`src/rtl/index_stream_monitor.sv`:
```
// index_stream_monitor: locks onto the 4-step step/index pattern, counts completed
// sequences and flags, counts and captures deviations seen while locked.
module index_stream_monitor #(
    parameter int LOCK_COUNT = 2,
    parameter int CNT_W      = 16
) (
    input  logic             clk,
    input  logic             rst,
    input  logic             en,
    input  logic             clr,
    input  logic [3:0]       step_in,
    input  logic [3:0]       index_in,
    output logic             locked,
    output logic             err,
    output logic             err_pulse,
    output logic [CNT_W-1:0] cycle_cnt,
    output logic [7:0]       err_cnt,
    output logic [3:0]       err_step,
    output logic [3:0]       err_index
);
    typedef enum logic [1:0] {SEARCH = 2'd0, LOCK = 2'd1, TRACK = 2'd2} state_t;

    localparam logic [3:0] LC = 4'(LOCK_COUNT);

    state_t     r_state, w_state_nxt;
    logic [3:0] r_good, w_good_nxt;
    logic [1:0] r_last;
    logic [3:0] w_exp_idx;
    logic       w_good, w_err_ev, w_cyc;

    // Only the low two bits of the previous step matter for the mod-4 continuity check.
    always_comb begin
        w_exp_idx = step_in == 4'd0 ? 4'd0 : step_in == 4'd1 ? 4'd5 : step_in == 4'd2 ? 4'd12 : 4'd7;
        w_good    = (step_in < 4'd4) && (index_in == w_exp_idx) &&
                    (r_state == SEARCH || step_in[1:0] == r_last + 2'd1);
        w_err_ev  = en && r_state == TRACK && !w_good;
        w_cyc     = en && r_state == TRACK && w_good && step_in == 4'd0;
    end

    always_comb begin
        w_state_nxt = r_state;
        w_good_nxt  = r_good;
        case (r_state)
            SEARCH: if (w_good) begin
                w_good_nxt  = 4'd1;
                w_state_nxt = (LC == 4'd1) ? TRACK : LOCK;
            end
            LOCK: if (w_good) begin
                w_good_nxt = r_good + 4'd1;
                if (r_good + 4'd1 == LC) w_state_nxt = TRACK;
            end else begin
                w_good_nxt  = 4'd0;
                w_state_nxt = SEARCH;
            end
            TRACK: if (!w_good) begin
                w_good_nxt  = 4'd0;
                w_state_nxt = SEARCH;
            end
            default: begin
                w_good_nxt  = 4'd0;
                w_state_nxt = SEARCH;
            end
        endcase
    end

    always_ff @(posedge clk or posedge rst) begin
        if (rst) begin
            r_state <= SEARCH;
            r_good  <= 4'd0;
            r_last  <= 2'd0;
        end else if (en) begin
            r_state <= w_state_nxt;
            r_good  <= w_good_nxt;
            r_last  <= step_in[1:0];
        end
    end

    // clr wins over a same-cycle error or sequence count; err_pulse is unaffected.
    always_ff @(posedge clk or posedge rst) begin
        if (rst) begin
            err_pulse <= 1'b0;
            err       <= 1'b0;
            err_cnt   <= 8'd0;
            cycle_cnt <= '0;
            err_step  <= 4'd0;
            err_index <= 4'd0;
        end else begin
            err_pulse <= w_err_ev;
            if (clr) begin
                err       <= 1'b0;
                err_cnt   <= 8'd0;
                cycle_cnt <= '0;
                err_step  <= 4'd0;
                err_index <= 4'd0;
            end else begin
                if (w_err_ev) begin
                    err <= 1'b1;
                    if (err_cnt != 8'hFF) err_cnt <= err_cnt + 8'd1;
                    if (!err) begin
                        err_step  <= step_in;
                        err_index <= index_in;
                    end
                end
                if (w_cyc) cycle_cnt <= cycle_cnt + CNT_W'(1);
            end
        end
    end

    assign locked = (r_state == TRACK);
endmodule

```
`config.mk`:
```
export PLATFORM = sky130hd
export DESIGN_NAME = index_stream_monitor
export DESIGN_NICKNAME = d
export VERILOG_FILES = /design/src/rtl/index_stream_monitor.sv
export SDC_FILE = /design/constraint.sdc
export NUM_CORES = 1
export LEC_CHECK = 0
export ABC_AREA = 1
export BUFFER_PORTS_ARGS = -buffer_cell sky130_fd_sc_hd__buf_2
export CAP_MARGIN = 10
export CORE_AREA = 2 2 89 70
export CTS_BUF_LIST = sky130_fd_sc_hd__clkbuf_4 sky130_fd_sc_hd__clkbuf_8 sky130_fd_sc_hd__clkbuf_16
export CTS_CLUSTER_DIAMETER = 150
export DETAILED_ROUTE_END_ITERATION = 10
export DIE_AREA = 0 0 91 72
export GPL_ROUTABILITY_DRIVEN = 0
export MAX_ROUTING_LAYER = met4
export PLACE_DENSITY = 0.64
export SYNTH_ARGS = -nofsm -noshare
export SYNTH_HDL_FRONTEND = slang
export SYNTH_SLANG_ARGS = --single-unit
```
`constraint.sdc`:
```
create_clock -name clk -period 2.4 [get_ports clk]
set_input_delay 0.12 -clock clk [delete_from_list [all_inputs] [get_ports clk]]
set_output_delay 0.12 -clock clk [all_outputs]
set_load 0.05 [all_outputs]
```
; ---- Word level (Yosys, flattened, before mapping)
; Index checks and enable logic that the tools add are counted.
[word_totals]
register_bits = 42
inputBits = 12
out_inout_bits = 35
[op_classes]
addsub = 4
magnitude_cmp = 1
eq_ne = 12
muxes = 25
n_reduce_logical = 17
[op_table]
columns = operator, n
row1 = $mux 4, 12
row2 = $mux 16, 2
row3 = $mux 8, 3
row4 = $add 16x1->16 const B, 1
row5 = $pmux 4 s3, 1
row6 = $add 8x1->8 const B, 1
row7 = $eq 4x2->1 const B, 2
row8 = $mux 2, 4
row9 = $ne 8x8->1 const B, 1
row10 = $logic_and 1x1->1, 6
row11 = $ne 2x2->1 const B, 3
row12 = $pmux 2 s3, 1
row13 = $reduce_bool 2->1, 3
row14 = $add 4x1->4 const B, 1
row15 = $eq 4x1->1 const B, 1
row16 = $eq 4x4->1, 1
row17 = $logic_not 4->1, 1
row18 = $lt 4x3->1 const B, 1
row19 = $reduce_and 2->1, 2
row20 = $reduce_and 4->1, 1
row21 = $ne 3x3->1 const B, 1
row22 = $reduce_and 3->1, 1
row23 = $add 2x1->2 const B, 1
row24 = $eq 2x1->1 const B, 1
row25 = other kinds (6), 7

; ---- Longest topological paths before layout
; Gate-level depths: netlist of the first run.
[depth]
word_depth = 11
depth_mapped = 12
ltp_nobuf = 12

; ---- Worst setup path before layout of the first run
; Ideal clock, no wire load.
[synth_timing]
kind = register to register
from = register r_state[1]
to = register cycle_cnt[2]
setup_ns = 0.119
arrival_ns = 1.997
path_slack_ns = 0.284
path_stages_with_launch = 11
path_cell_list = dfrtp_1 -> inv_1 -> nor2_1 -> inv_1 -> nor2_1 -> inv_1 -> nor2_2 -> nand2_2 -> buf_2 -> nand3_1 -> nand2_1
[synth_between]
word_cells_on_any_way = 8
cone_classes = eq/ne (1) / reduce/logical (7)
[synth_rtl]
columns = element, line_no
row1 = start: declaration, 25  ; state_t r_state, w_state_nxt;
row2 = start signal: assignment, 72  ; r_state <= w_state_nxt;
row3 = $eq 2x2->1, --
row4 = net locked, 13  ; output logic locked,
row5 = $logic_and 1x1->1 (3 in series), 37  ; w_cyc = en && r_state == TRACK && w_good && step_in == 4'd0;
row6 = $reduce_bool 2->1 (no source line), --
row7 = end signal: assignment, 104  ; if (w_cyc) cycle_cnt <= cycle_cnt + CNT_W'(1);
row8 = end: declaration, 16  ; output logic [CNT_W-1:0] cycle_cnt,
; The timed path passes the listed nets, and every way through them passes these cells.
; A chain may end at the register's enable or synchronous reset.

; ---- Worst setup path after layout of the first run
[layout_timing]
from = register r_state[1]
to = register cycle_cnt[4]
[layout_between]
elab_chain_cells = 6
word_cells_on_any_way = 8
cone_classes = eq/ne (1) / reduce/logical (7)
[layout_rtl]
columns = element, line_no
row1 = $logic_not 2->1, 35  ; (r_state == SEARCH || step_in[1:0] == r_last + 2'd1);
row2 = $logic_or 1x1->1, 35
row3 = $logic_and 1x1->1, 34  ; w_good = (step_in < 4'd4) && (index_in == w_exp_idx) &&
row4 = $logic_and 1x1->1 (*) (2 in series), 37
row5 = $reduce_bool 2->1 (no source line) (*), --
; Mark *: on every way between the ends. The rest lies on a longest branch, timed or not.

==> flow_summary.html, run 1 <==
<table>
<tr><th>Metric</th><th>Value</th></tr>
<tr><th colspan="2">Clocking</th></tr>
<tr><td>Root cell of the clock tree</td><td>sky130_fd_sc_hd__clkbuf_8</td></tr>
<tr><td>Clock transition at path regs</td><td>0.08 ns</td></tr>
<tr><td>Post-cts gate resize count</td><td>0</td></tr>
<tr><td>Max Buffers Root-to-Sink</td><td>2</td></tr>
<tr><td>Level count of the clock H-tree</td><td>2</td></tr>
<tr><td>CTS buffer count</td><td>5</td></tr>
<tr><td>TritonCTS clock tree</td><td>done</td></tr>
<tr><td>Insertion delay to the later sink of the worst-skew pair</td><td>0.29 ns</td></tr>
<tr><td>CTS sink cnt</td><td>42</td></tr>
<tr><th colspan="2">Critical path</th></tr>
<tr><td>Register-to-register setup slack</td><td>0.52 ns</td></tr>
<tr><td>Startpoint type of the worst setup path</td><td>register</td></tr>
<tr><td>R2R depth</td><td>9</td></tr>
<tr><td>WS Path Type</td><td>reg -&gt; reg</td></tr>
<tr><td>Worst Path Required</td><td>2.56 ns</td></tr>
<tr><td>Critical path endpoint category</td><td>register</td></tr>
<tr><td>Worst Path Max Fanout</td><td>20</td></tr>
<tr><td>Data arrival at the endpoint of the critical path</td><td>2.04 ns</td></tr>
<tr><th colspan="2">Die</th></tr>
<tr><td>Die X</td><td>91 um</td></tr>
<tr><td>Core Rows</td><td>24</td></tr>
<tr><td>Area of the placeable core</td><td>5650 um2</td></tr>
<tr><td>Starting density of the core</td><td>0.436</td></tr>
<tr><td>Die H</td><td>72 um</td></tr>
<tr><td>Full die area</td><td>6550 um2</td></tr>
<tr><td>Number of I/O pins</td><td>47</td></tr>
<tr><th colspan="2">Global routing</th></tr>
<tr><td>Antenna violations before repair</td><td>0</td></tr>
<tr><td>Pin count of the biggest net entering global routing</td><td>30</td></tr>
<tr><td>First-pass GRT wire length</td><td>9.45 mm</td></tr>
<tr><td>Total congestion overflow</td><td>0</td></tr>
<tr><td>Via count of the first global-routing pass</td><td>2065</td></tr>
<tr><td>Total routing resource utilization after global routing</td><td>0.179</td></tr>
<tr><th colspan="2">Pwr</th></tr>
<tr><td>Internal power</td><td>0.00112 W</td></tr>
<tr><td>Clock group share of total power</td><td>0.351</td></tr>
<tr><td>Net switching fraction of the power</td><td>0.296</td></tr>
<tr><td>Worst ir drop on vdd</td><td>0.000342 V</td></tr>
<tr><td>Tot Pwr</td><td>0.00159 W</td></tr>
<tr><td>Power share of the sequential group</td><td>0.485</td></tr>
<tr><td>Combinational Power Share</td><td>0.165</td></tr>
<tr><td>Sw Pwr</td><td>0.000472 W</td></tr>
<tr><td>Static Leakage</td><td>1.57 nW</td></tr>
<tr><td>PwrDens</td><td>553 nW/um2</td></tr>
<tr><th colspan="2">Detailed routing</th></tr>
<tr><td>WL/cell</td><td>12.0 um</td></tr>
<tr><td>Number of search-and-repair iterations in the first detailed-routing pass</td><td>4</td></tr>
<tr><td>Number of design-rule violations left by the first detailed-router iteration</td><td>106</td></tr>
<tr><td>Final wirelength</td><td>5.44 mm</td></tr>
<tr><td>Post-route ant nets</td><td>0</td></tr>
<tr><td>Vias</td><td>2190</td></tr>
<tr><td>Ratio of routed vias to standard cells</td><td>4.82</td></tr>
<tr><td>Residual DRC</td><td>0</td></tr>
<tr><th colspan="2">Outcome</th></tr>
<tr><td>Status</td><td>complete, no violations</td></tr>
<tr><th colspan="2">Synth</th></tr>
<tr><td>Flops &amp; latches, synth</td><td>42</td></tr>
<tr><td>Synthesized cell area</td><td>2460 um2</td></tr>
<tr><td>Area leader, netlist</td><td>sky130_fd_sc_hd__dfrtp_1</td></tr>
<tr><td>Top cell type's share of synthesized area</td><td>0.427</td></tr>
<tr><td>Total nets after synthesis</td><td>342</td></tr>
<tr><td>Most area-consuming cells after synthesis</td><td>sky130_fd_sc_hd__dfrtp_1 43%, sky130_fd_sc_hd__nand2_1 16%, sky130_fd_sc_hd__nand3_1 8.7%</td></tr>
<tr><td>Unique masters post-synth</td><td>30</td></tr>
<tr><td>Synthesis warning total</td><td>0</td></tr>
<tr><td>Part of the Yosys area used for sequential elements</td><td>0.427</td></tr>
<tr><td>Avg Synthesized Cell Area</td><td>7.56 um2</td></tr>
<tr><td>Post-Syn Instances</td><td>326</td></tr>
<tr><th colspan="2">Placement</th></tr>
<tr><td>DPL Wire Length</td><td>3.93 mm</td></tr>
<tr><td>Port-buffer cells</td><td>46</td></tr>
<tr><th colspan="2">Cells and area</th></tr>
<tr><td>Area growth from synthesis to layout</td><td>17.1%</td></tr>
<tr><td>Number of diodes</td><td>0</td></tr>
<tr><td>NumNets Final</td><td>391</td></tr>
<tr><td>Share of layout cells above drive strength 1</td><td>0.202</td></tr>
<tr><th colspan="2">STA</th></tr>
<tr><td>Headroom to the max-slew limit</td><td>0.285</td></tr>
<tr><td>Min Tclk post-route</td><td>1.88 ns</td></tr>
<tr><td>RSZ-0062 raised after global routing</td><td>false</td></tr>
<tr><td>Transition time of the tightest slew-check pin</td><td>1.07 ns</td></tr>
<tr><td>Total negative setup slack</td><td>0 ns</td></tr>
<tr><td>Final setup violation count</td><td>0</td></tr>
<tr><td>Worst clock skew</td><td>0.00981 ns</td></tr>
<tr><td>Upper clock frequency limit</td><td>0.533 GHz</td></tr>
<tr><td>Number of hold violations in the final report</td><td>0</td></tr>
<tr><td>Max-slew violation total from the final report</td><td>0</td></tr>
<tr><td>Post-route clock period utilization</td><td>0.782</td></tr>
<tr><th colspan="2">Min path</th></tr>
<tr><td>Number of cells on the worst hold path</td><td>3</td></tr>
<tr><td>Hold Crit Class</td><td>in -&gt; reg</td></tr>
<tr><th colspan="2">Run</th></tr>
<tr><td>Max Cap Viol</td><td>0</td></tr>
</table>
[cells in the mapped netlist]
cell,count
sky130_fd_sc_hd__a21oi_1,2
sky130_fd_sc_hd__a21oi_2,1
sky130_fd_sc_hd__a31oi_2,1
sky130_fd_sc_hd__buf_1,2
sky130_fd_sc_hd__buf_2,2
sky130_fd_sc_hd__buf_6,2
sky130_fd_sc_hd__clkbuf_1,2
sky130_fd_sc_hd__dfrtp_1,42
sky130_fd_sc_hd__ha_1,4
sky130_fd_sc_hd__inv_1,26
sky130_fd_sc_hd__inv_2,3
sky130_fd_sc_hd__nand2_1,104
sky130_fd_sc_hd__nand2_2,4
sky130_fd_sc_hd__nand2_4,1
sky130_fd_sc_hd__nand3_1,43
sky130_fd_sc_hd__nand3_2,2
sky130_fd_sc_hd__nand3_4,1
sky130_fd_sc_hd__nand3b_1,3
sky130_fd_sc_hd__nand4_1,4
sky130_fd_sc_hd__nor2_1,34
sky130_fd_sc_hd__nor2_2,3
sky130_fd_sc_hd__nor2_4,1
sky130_fd_sc_hd__nor3_1,6
sky130_fd_sc_hd__nor3_4,1
sky130_fd_sc_hd__nor4_1,1
sky130_fd_sc_hd__o21ai_0,7
sky130_fd_sc_hd__o21ai_1,2
sky130_fd_sc_hd__o21ai_2,1
sky130_fd_sc_hd__xnor2_1,2
sky130_fd_sc_hd__xor2_1,19
[cell usage in the layout (no fill, tap or decap), types with 2 or more instances in the layout]
| master | count |
|---|---|
| sky130_fd_sc_hd__inv_1 | 25 |
| sky130_fd_sc_hd__xnor2_1 | 2 |
| sky130_fd_sc_hd__nand3_2 | 2 |
| sky130_fd_sc_hd__nor2_1 | 34 |
| sky130_fd_sc_hd__nand4_1 | 4 |
| sky130_fd_sc_hd__xor2_1 | 19 |
| sky130_fd_sc_hd__nand2_2 | 4 |
| sky130_fd_sc_hd__ha_1 | 4 |
| sky130_fd_sc_hd__a21oi_1 | 2 |
| sky130_fd_sc_hd__nand2_1 | 104 |
| sky130_fd_sc_hd__dfrtp_1 | 42 |
| sky130_fd_sc_hd__nor2_2 | 3 |
| sky130_fd_sc_hd__o21ai_0 | 7 |
| sky130_fd_sc_hd__buf_2 | 46 |
| sky130_fd_sc_hd__buf_4 | 3 |
| sky130_fd_sc_hd__clkinv_2 | 2 |
| sky130_fd_sc_hd__o21ai_1 | 2 |
| sky130_fd_sc_hd__nand3_1 | 43 |
| sky130_fd_sc_hd__clkbuf_8 | 5 |
| sky130_fd_sc_hd__inv_2 | 3 |
| sky130_fd_sc_hd__nand3b_1 | 3 |
| sky130_fd_sc_hd__nor3_1 | 6 |
[flip-flops by register name, summed over array words and instances (netlist names)]
name / count
err_cnt: 8
err: 1
r_good: 4
err_index: 4
err_step: 4
r_last: 2
cycle_cnt: 16
err_pulse: 1
r_state: 2
[power groups by stage]
stage,Sequential (W),Clock (W),Combinational (W)
2_1_floorplan,0.000811,0,0.000166
3_3_place_gp,0.000784,0,0.000258
3_5_place_dp,0.000784,0,0.000263
4_1_cts,0.000771,0.000567,0.000267
5_1_grt,0.000778,0.000603,0.000295
6_report,0.000773,0.000559,0.000263
[metrics by stage]
step                      worst slack [ns]  cell area [um2]   util  hold WS, ns  instances
final                                0.523             2890  0.511       0.0842        454
after global routing                 0.248             2890  0.511       0.0811        454
after CTS                            0.489             2890  0.511       0.0785        454
after detailed placement             0.517             2770  0.490        0.304        445
after global placement               0.635             2770  0.490        0.292        445
after floorplan                      0.284             2460      -        0.227        326
[cells by family (layout without fill, tap and decap cells)]
group                    Yosys count  count (layout)  share of synthesized area
XOR/XNOR                          21              21                     0.0747
adder cells (fa/ha/maj)            4               4                     0.0203
flip-flops                        42              42                      0.427
AO/OA/AOI/OAI                     14              14                     0.0345
buffers and inverters             37              87                     0.0635
AND/OR/NAND/NOR                  208             208                      0.380
[metal layers]
layer,routed length [um],track usage,vias to the layer above
met2,2240,0.264,45
met1,2950,0.258,1008
met5,0,-,-
met4,27,0.0404,0
met3,223,0.0363,4
li1,-,-,1133
[layout make-up]
type / count / area, um2
fill: 587 / 2760
multi-input combinational: 247 / 1260
sequential: 42 / 1050
timing repair buffer: 50 / 263
inverter: 29 / 109
tap: 78 / 97.6
clock buffer: 5 / 68.8
clock inverter: 3 / 40.0
[critical path, stage by stage (launching register included)]
cell and delay [ns]:
sky130_fd_sc_hd__dfrtp_1 0.37, sky130_fd_sc_hd__inv_1 0.08, sky130_fd_sc_hd__nor2_1 0.12, sky130_fd_sc_hd__inv_1 0.07, sky130_fd_sc_hd__nor2_1 0.22, sky130_fd_sc_hd__inv_1 0.08, sky130_fd_sc_hd__nor2_2 0.12, sky130_fd_sc_hd__nand2_2 0.18
sky130_fd_sc_hd__nand2_2 0.36, sky130_fd_sc_hd__o21ai_0 0.15
[timing repair]
action | in CTS | in global routing
hold buffers | 1 | 0
buffers inserted | 0 | 0
hold endpoints to repair | 27 | 0
[path summary, 6_finish.rpt]
kind | endpoint | startpoint
max in group asynchronous | err_index[2]$_DFFE_PP0P_ | rst
min in group asynchronous | r_good[0]$_DFFE_PP0P_ | rst
worst min-delay path | err_index[0]$_DFFE_PP0P_ | index_in[0]
worst max register to register | cycle_cnt[4]$_DFFE_PP0P_ | r_state[1]$_DFFE_PP0P_
worst max-delay path | cycle_cnt[4]$_DFFE_PP0P_ | r_state[1]$_DFFE_PP0P_
worst min register to register | err_step[2]$_DFFE_PP0P_ | err_step[2]$_DFFE_PP0P_
(Power assumes the default switching activity.)
==> inputs of run 2 (changes only) <==
==> constraint.sdc (replaced) <==
create_clock -name clk -period 1.9 [get_ports clk]
set_input_delay 0.095 -clock clk [delete_from_list [all_inputs] [get_ports clk]]
set_output_delay 0.095 -clock clk [all_outputs]
set_load 0.05 [all_outputs]
==> run 2 against run 1 <==
Sequential power rose by 26%. Clock power is 32% higher. Core utilization up 0.13 points. Cell count stayed put. Critical endpoint is now cycle_cnt[15]$_DFFE_PP0P_. Clock-buffer cell count increased by 2. Routed wire length about the same. Register-to-register slack worse by 0.32 ns. Largest cell class unchanged. Worst setup slack got worse by 0.32 ns. Fmax increased by 11%. Flip-flop and latch count unchanged. Critical path depth increased by 1. Cell area rose by 0.26%. Largest power group unchanged.
==> flow_summary.html, run 2 (same netlist as run 1, synthesis figures left out) <==
<table>
<tr><th>Metric</th><th>Value</th></tr>
<tr><th colspan="2">Clocking</th></tr>
<tr><td>Post-cts gate resize count</td><td>0</td></tr>
<tr><td>Level count of the clock H-tree</td><td>2</td></tr>
<tr><td>Clock transition at path regs</td><td>0.08 ns</td></tr>
<tr><td>CTS buffer count</td><td>5</td></tr>
<tr><td>Root cell of the clock tree</td><td>sky130_fd_sc_hd__clkbuf_8</td></tr>
<tr><td>Count of hold-fix buffers inserted at cts</td><td>1</td></tr>
<tr><td>TritonCTS clock tree</td><td>done</td></tr>
<tr><td>Insertion delay to the later sink of the worst-skew pair</td><td>0.30 ns</td></tr>
<tr><td>CTS sink cnt</td><td>42</td></tr>
<tr><td>Buffer count from post-CTS setup fixing</td><td>0</td></tr>
<tr><td>Max Buffers Root-to-Sink</td><td>2</td></tr>
<tr><th colspan="2">Die</th></tr>
<tr><td>Die X</td><td>91 um</td></tr>
<tr><td>Number of I/O pins</td><td>47</td></tr>
<tr><td>Core Rows</td><td>24</td></tr>
<tr><td>Starting density of the core</td><td>0.436</td></tr>
<tr><td>Full die area</td><td>6550 um2</td></tr>
<tr><td>Die H</td><td>72 um</td></tr>
<tr><td>Area of the placeable core</td><td>5650 um2</td></tr>
<tr><th colspan="2">Min path</th></tr>
<tr><td>Hold Crit Class</td><td>in -&gt; reg</td></tr>
<tr><th colspan="2">Pwr</th></tr>
<tr><td>Clock group share of total power</td><td>0.361</td></tr>
<tr><td>Combinational Power Share</td><td>0.161</td></tr>
<tr><td>Worst ir drop on vdd</td><td>0.000467 V</td></tr>
<tr><td>PwrDens</td><td>705 nW/um2</td></tr>
<tr><td>Power share of the sequential group</td><td>0.478</td></tr>
<tr><td>Net switching fraction of the power</td><td>0.289</td></tr>
<tr><td>Static Leakage</td><td>1.57 nW</td></tr>
<tr><td>Tot Pwr</td><td>0.00204 W</td></tr>
<tr><td>Internal power</td><td>0.00145 W</td></tr>
<tr><td>Sw Pwr</td><td>0.000589 W</td></tr>
<tr><th colspan="2">Outcome</th></tr>
<tr><td>Status</td><td>complete, no violations</td></tr>
<tr><th colspan="2">Cells and area</th></tr>
<tr><td>Final non-filler cell area</td><td>2890 um2</td></tr>
<tr><td>Largest registers</td><td>cycle_cnt (16), err_cnt (8)</td></tr>
<tr><td>Largest Register</td><td>cycle_cnt</td></tr>
<tr><td>NumNets Final</td><td>391</td></tr>
<tr><td>Most frequent cells in the layout</td><td>104 x sky130_fd_sc_hd__nand2_1, 46 x sky130_fd_sc_hd__buf_2, 43 x sky130_fd_sc_hd__nand3_1, 42 x sky130_fd_sc_hd__dfrtp_1, 33 x sky130_fd_sc_hd__nor2_1</td></tr>
<tr><td>Share of layout cells above drive strength 1</td><td>0.205</td></tr>
<tr><td>Commonest non-fill, non-tap cell in the layout</td><td>sky130_fd_sc_hd__nand2_1</td></tr>
<tr><td>Area growth from synthesis to layout</td><td>17.4%</td></tr>
<tr><td>Count of filler cells inserted in the layout</td><td>571</td></tr>
<tr><td>Number of diodes</td><td>0</td></tr>
<tr><td>Number of flip-flops in the largest register</td><td>16</td></tr>
<tr><th colspan="2">Critical path</th></tr>
<tr><td>Worst Path Max Fanout</td><td>20</td></tr>
<tr><td>Critical-path cell list</td><td>inv_1 -&gt; nor2_2 -&gt; inv_1 -&gt; nor2_1 -&gt; inv_1 -&gt; nor2_2 -&gt; nand2_2 -&gt; nand2_2 -&gt; nand3_1 -&gt; nand2_1</td></tr>
<tr><td>Critical path buffers and inverters</td><td>3</td></tr>
<tr><td>Master of the slowest instance on the critical path</td><td>sky130_fd_sc_hd__dfrtp_1</td></tr>
<tr><td>WS Path Type</td><td>reg -&gt; reg</td></tr>
<tr><td>Worst Path Required</td><td>2.14 ns</td></tr>
<tr><td>Cell type with the highest occurrence count on the critical path</td><td>sky130_fd_sc_hd__inv_1</td></tr>
<tr><td>Critical path endpoint category</td><td>register</td></tr>
<tr><td>Critical path's largest stage delay</td><td>0.37 ns</td></tr>
<tr><td>CP top delay family</td><td>simple AND/OR/NAND/NOR gates</td></tr>
<tr><td>Data arrival at the endpoint of the critical path</td><td>1.94 ns</td></tr>
<tr><td>Startpoint type of the worst setup path</td><td>register</td></tr>
<tr><th colspan="2">STA</th></tr>
<tr><td>Max-slew violation total from the final report</td><td>0</td></tr>
<tr><td>Upper clock frequency limit</td><td>0.589 GHz</td></tr>
<tr><td>Number of hold violations in the final report</td><td>0</td></tr>
<tr><td>Min Tclk post-route</td><td>1.70 ns</td></tr>
<tr><td>Transition time of the tightest slew-check pin</td><td>0.548 ns</td></tr>
<tr><td>Final setup violation count</td><td>0</td></tr>
<tr><td>Total negative setup slack</td><td>0 ns</td></tr>
<tr><td>Headroom to the max-slew limit</td><td>0.632</td></tr>
<tr><td>Minimum hold slack</td><td>0.0350 ns</td></tr>
<tr><td>RSZ-0062 raised after global routing</td><td>false</td></tr>
<tr><td>Post-route clock period utilization</td><td>0.893</td></tr>
<tr><td>Worst clock skew</td><td>0.0147 ns</td></tr>
<tr><th colspan="2">Global routing</th></tr>
<tr><td>Pin count of the biggest net entering global routing</td><td>43</td></tr>
<tr><td>Total routing resource utilization after global routing</td><td>0.188</td></tr>
<tr><td>Via count of the first global-routing pass</td><td>2131</td></tr>
<tr><td>Total congestion overflow</td><td>0</td></tr>
<tr><td>Antenna violations before repair</td><td>0</td></tr>
<tr><td>First-pass GRT wire length</td><td>9.74 mm</td></tr>
<tr><th colspan="2">Detailed routing</th></tr>
<tr><td>Ratio of routed vias to standard cells</td><td>4.83</td></tr>
<tr><td>Number of search-and-repair iterations in the first detailed-routing pass</td><td>4</td></tr>
<tr><td>Residual DRC</td><td>0</td></tr>
<tr><td>Number of design-rule violations left by the first detailed-router iteration</td><td>120</td></tr>
<tr><td>Final wirelength</td><td>5.44 mm</td></tr>
<tr><td>Post-route ant nets</td><td>0</td></tr>
<tr><td>Vias</td><td>2193</td></tr>
<tr><td>WL/cell</td><td>12.0 um</td></tr>
<tr><th colspan="2">Placement</th></tr>
<tr><td>Placement Cell Area</td><td>2770 um2</td></tr>
<tr><td>Port-buffer cells</td><td>46</td></tr>
<tr><td>DPL Wire Length</td><td>3.89 mm</td></tr>
<tr><th colspan="2">Run</th></tr>
<tr><td>Max Cap Viol</td><td>0</td></tr>
</table>
## run 2: cell count changes in the layout (fill, tap and decap cells not counted)
cell and change:
sky130_fd_sc_hd__nor2_2 +1, sky130_fd_sc_hd__clkbuf_4 +2, sky130_fd_sc_hd__clkinv_2 -2, sky130_fd_sc_hd__nor2_1 -1
## run 2: worst min-delay path, stage by stage
cell	delay, ns
sky130_fd_sc_hd__buf_2	0.10
sky130_fd_sc_hd__nand2_1	0.05
sky130_fd_sc_hd__nand2_1	0.05
## run 2: power by group through the flow
stage                     registers [W]  logic (W)  clock network [W]
after floorplan                 0.00103   0.000210                  0
after global placement         0.000991   0.000326                  0
after detailed placement       0.000991   0.000328                  0
after CTS                      0.000974   0.000331           0.000758
after global routing           0.000981   0.000371           0.000794
final                          0.000974   0.000329           0.000736
## run 2: area by class of cell
| class | instances | area [um2] | share of cell area |
|---|---|---|---|
| well taps | 78 | 97.6 | 0.0337 |
| clock inverters | 1 | 30.0 | 0.0104 |
| multi-input cells | 247 | 1260 | 0.435 |
| flip-flops and latches | 42 | 1050 | 0.363 |
| clock buffers | 7 | 83.8 | 0.0290 |
| inverters | 29 | 109 | 0.0376 |
| repair buffers | 50 | 263 | 0.0908 |
## run 2: worst paths after layout
check,start,slack [ns],end,depth (start not counted)
max,r_state[1]$_DFFE_PP0P_,0.20,cycle_cnt[15]$_DFFE_PP0P_,10
min,step_in[3],0.03,err_step[3]$_DFFE_PP0P_,3
max reg2reg,r_state[1]$_DFFE_PP0P_,0.20,cycle_cnt[15]$_DFFE_PP0P_,10
min reg2reg,err_step[3]$_DFFE_PP0P_,0.47,err_step[3]$_DFFE_PP0P_,2
max in group asynchronous,rst,1.06,err_step[3]$_DFFE_PP0P_,4
min in group asynchronous,rst,0.45,err_cnt[0]$_DFFE_PP0P_,4
## run 2: routing by layer
layer,up-vias,GRT usage,part of all wire
li1,1136,-,-
met1,1012,0.249,0.51
met2,40,0.295,0.44
met3,5,0.0405,0.043
met4,0,0.0522,0.0079
met5,-,-,0
## run 2: through the flow
step	cells	utilization	worst slack, ns
detailed placement	445	0.490	0.216
floorplan	326	-	0.0198
finish	454	0.512	0.202
global placement	445	0.490	0.282
global route	454	0.512	0.0116
CTS	454	0.512	0.199
==> inputs of run 3 (changes only) <==
--- a/config.mk
+++ b/config.mk
@@ -16,6 +16,7 @@
 export GPL_ROUTABILITY_DRIVEN = 0
 export MAX_ROUTING_LAYER = met4
 export PLACE_DENSITY = 0.64
+export REMOVE_ABC_BUFFERS = 1
 export SYNTH_ARGS = -nofsm -noshare
 export SYNTH_HDL_FRONTEND = slang
 export SYNTH_SLANG_ARGS = --single-unit
==> run 3 against run 2 <==
Combinational power about the same. Sequential share of layout area increased by 0.27 points. Register-to-register slack improved by 0.03 ns. Clock-buffer cell count decreased by 2. Worst setup slack improved by 0.025 ns. Clock skew decreased by 0.0060 ns. Die area unchanged. Flip-flop and latch count unchanged. Routed wire length decreased by 2.5%. Clock power decreased by 20%. Core utilization decreased by 0.38 points. First-iteration DRC count decreased by 7.5%.
==> flow_summary.html, run 3 (same netlist as run 1, synthesis figures left out) <==
<table>
<tr><th>Metric</th><th>Value</th></tr>
<tr><th colspan="2">Outcome</th></tr>
<tr><td>Status</td><td>complete, no violations</td></tr>
<tr><th colspan="2">Clocking</th></tr>
<tr><td>Root cell of the clock tree</td><td>sky130_fd_sc_hd__clkbuf_8</td></tr>
<tr><td>Max Buffers Root-to-Sink</td><td>2</td></tr>
<tr><td>CTS sink cnt</td><td>42</td></tr>
<tr><td>CTS buffer count</td><td>5</td></tr>
<tr><td>Insertion delay to the later sink of the worst-skew pair</td><td>0.30 ns</td></tr>
<tr><td>Buffer count from post-CTS setup fixing</td><td>0</td></tr>
<tr><td>Level count of the clock H-tree</td><td>2</td></tr>
<tr><td>TritonCTS clock tree</td><td>done</td></tr>
<tr><td>Clock transition at path regs</td><td>0.09 ns</td></tr>
<tr><th colspan="2">Cells and area</th></tr>
<tr><td>Post-layout utilization of the core</td><td>0.509</td></tr>
<tr><td>Share of layout cells above drive strength 1</td><td>0.202</td></tr>
<tr><td>Number of flip-flops in the largest register</td><td>16</td></tr>
<tr><td>Count of non-filler cells in the finished layout</td><td>454</td></tr>
<tr><td>Most frequent cells in the layout</td><td>104 x sky130_fd_sc_hd__nand2_1, 46 x sky130_fd_sc_hd__buf_2, 43 x sky130_fd_sc_hd__nand3_1, 42 x sky130_fd_sc_hd__dfrtp_1, 34 x sky130_fd_sc_hd__nor2_1</td></tr>
<tr><td>Largest registers</td><td>cycle_cnt (16), err_cnt (8)</td></tr>
<tr><td>Number of diodes</td><td>0</td></tr>
<tr><td>NumNets Final</td><td>391</td></tr>
<tr><td>Area growth from synthesis to layout</td><td>16.6%</td></tr>
<tr><td>Commonest non-fill, non-tap cell in the layout</td><td>sky130_fd_sc_hd__nand2_1</td></tr>
<tr><td>Largest Register</td><td>cycle_cnt</td></tr>
<tr><th colspan="2">STA</th></tr>
<tr><td>Headroom to the max-slew limit</td><td>0.643</td></tr>
<tr><td>Upper clock frequency limit</td><td>0.598 GHz</td></tr>
<tr><td>Number of hold violations in the final report</td><td>0</td></tr>
<tr><td>Worst clock skew</td><td>0.00869 ns</td></tr>
<tr><td>Transition time of the tightest slew-check pin</td><td>0.535 ns</td></tr>
<tr><td>Post-route clock period utilization</td><td>0.880</td></tr>
<tr><td>RSZ-0062 raised after global routing</td><td>false</td></tr>
<tr><td>Final setup violation count</td><td>0</td></tr>
<tr><td>Minimum hold slack</td><td>0.0239 ns</td></tr>
<tr><td>Min Tclk post-route</td><td>1.67 ns</td></tr>
<tr><td>Max-slew violation total from the final report</td><td>0</td></tr>
<tr><th colspan="2">Placement</th></tr>
<tr><td>Port-buffer cells</td><td>46</td></tr>
<tr><td>DPL Wire Length</td><td>3.87 mm</td></tr>
<tr><td>DP Cell Count</td><td>445</td></tr>
<tr><th colspan="2">Die</th></tr>
<tr><td>Number of I/O pins</td><td>47</td></tr>
<tr><td>Starting density of the core</td><td>0.436</td></tr>
<tr><td>Die H</td><td>72 um</td></tr>
<tr><td>Die X</td><td>91 um</td></tr>
<tr><td>Full die area</td><td>6550 um2</td></tr>
<tr><td>Area of the placeable core</td><td>5650 um2</td></tr>
<tr><td>Core Rows</td><td>24</td></tr>
<tr><th colspan="2">Global routing</th></tr>
<tr><td>Via count of the first global-routing pass</td><td>2174</td></tr>
<tr><td>Total routing resource utilization after global routing</td><td>0.185</td></tr>
<tr><td>First-pass GRT wire length</td><td>9.67 mm</td></tr>
<tr><td>Antenna violations before repair</td><td>0</td></tr>
<tr><td>Total congestion overflow</td><td>0</td></tr>
<tr><td>Pin count of the biggest net entering global routing</td><td>43</td></tr>
<tr><th colspan="2">Critical path</th></tr>
<tr><td>Startpoint type of the worst setup path</td><td>register</td></tr>
<tr><td>WS Path Type</td><td>reg -&gt; reg</td></tr>
<tr><td>Data arrival at the endpoint of the critical path</td><td>1.86 ns</td></tr>
<tr><td>Worst Path Required</td><td>2.09 ns</td></tr>
<tr><td>Worst Path Max Fanout</td><td>10</td></tr>
<tr><td>Critical path endpoint category</td><td>register</td></tr>
<tr><th colspan="2">Detailed routing</th></tr>
<tr><td>WL/cell</td><td>11.7 um</td></tr>
<tr><td>Residual DRC</td><td>0</td></tr>
<tr><td>Ratio of routed vias to standard cells</td><td>4.84</td></tr>
<tr><td>Number of search-and-repair iterations in the first detailed-routing pass</td><td>4</td></tr>
<tr><td>Final wirelength</td><td>5.30 mm</td></tr>
<tr><td>Number of design-rule violations left by the first detailed-router iteration</td><td>111</td></tr>
<tr><td>Post-route ant nets</td><td>0</td></tr>
<tr><td>Vias</td><td>2196</td></tr>
<tr><th colspan="2">Pwr</th></tr>
<tr><td>PwrDens</td><td>658 nW/um2</td></tr>
<tr><td>Static Leakage</td><td>1.55 nW</td></tr>
<tr><td>Worst ir drop on vdd</td><td>0.000400 V</td></tr>
<tr><th colspan="2">Run</th></tr>
<tr><td>Max Cap Viol</td><td>0</td></tr>
<tr><th colspan="2">Min path</th></tr>
<tr><td>Hold Crit Class</td><td>in -&gt; reg</td></tr>
</table>
## run 3: where the power goes
group	internal [W]	leakage, nW	switching (W)	total [W]
clock	0.000258	0.0441	0.000328	0.000586
combinational	0.0000961	0.934	0.000232	0.000328
sequential	0.000932	0.576	0.0000428	0.000975
total	0.00129	1.55	0.000602	0.00189
## run 3: critical path, stage by stage (launching register included)
cell	delay, ns
sky130_fd_sc_hd__dfrtp_1	0.42
sky130_fd_sc_hd__ha_1	0.19
sky130_fd_sc_hd__nand2_1	0.06
sky130_fd_sc_hd__inv_1	0.09
sky130_fd_sc_hd__nand2_1	0.05
sky130_fd_sc_hd__nor2_1	0.15
sky130_fd_sc_hd__nand3_1	0.19
sky130_fd_sc_hd__nand2_4	0.18
sky130_fd_sc_hd__nand2_2	0.10
sky130_fd_sc_hd__nand2_1	0.08
sky130_fd_sc_hd__nand2_1	0.05
## run 3: final timing paths
| path | from | to | slack [ns] | cells after the start |
|---|---|---|---|---|
| min in group asynchronous | rst | err_cnt[6]$_DFFE_PP0P_ | 0.46 | 4 |
| max in group asynchronous | rst | cycle_cnt[7]$_DFFE_PP0P_ | 1.08 | 4 |
| hold reg to reg | err_step[3]$_DFFE_PP0P_ | err_step[3]$_DFFE_PP0P_ | 0.48 | 2 |
| hold / removal | index_in[0] | err_index[0]$_DFFE_PP0P_ | 0.02 | 3 |
| setup / recovery | err_cnt[0]$_DFFE_PP0P_ | err_cnt[3]$_DFFE_PP0P_ | 0.23 | 10 |
| setup reg to reg | err_cnt[0]$_DFFE_PP0P_ | err_cnt[3]$_DFFE_PP0P_ | 0.23 | 10 |
## run 3: stage by stage
stage / total power [W] / area (um2) / setup WS (ns) / TNS (ns)
3_5_place_dp: 0.00132 / 2770 / 0.195 / 0
6_report: 0.00189 / 2870 / 0.227 / 0
4_1_cts: 0.00192 / 2870 / 0.196 / 0
3_3_place_gp: 0.00131 / 2770 / 0.282 / 0
5_1_grt: 0.00200 / 2870 / 0.00566 / 0
2_1_floorplan: 0.00122 / 2420 / -0.369 / -6.92
## run 3: repair_timing
action | CTS | global route
hold endpoints to repair | 42 | 0
endpoints found under the setup margin | 0 | 15
hold buffers | 1 | 0
resized for setup | 0 | 1
## run 3: routing by layer
layer / GRT usage / vias to the layer above / part of all wire
li1: - / 1137 / -
met1: 0.247 / 1018 / 0.52
met2: 0.290 / 35 / 0.43
met3: 0.0363 / 6 / 0.035
met4: 0.0522 / 0 / 0.0096
met5: - / - / 0
## run 3: final cells by class
type                            instances  area, um2
Fill cell                             595       2770
Multi-Input combinational cell        247       1260
Sequential cell                        42       1050
Timing Repair Buffer                   50        263
Inverter                               29        109
Tap cell                               78       97.6
Clock buffer                            5       68.8
Clock inverter                          3       21.3
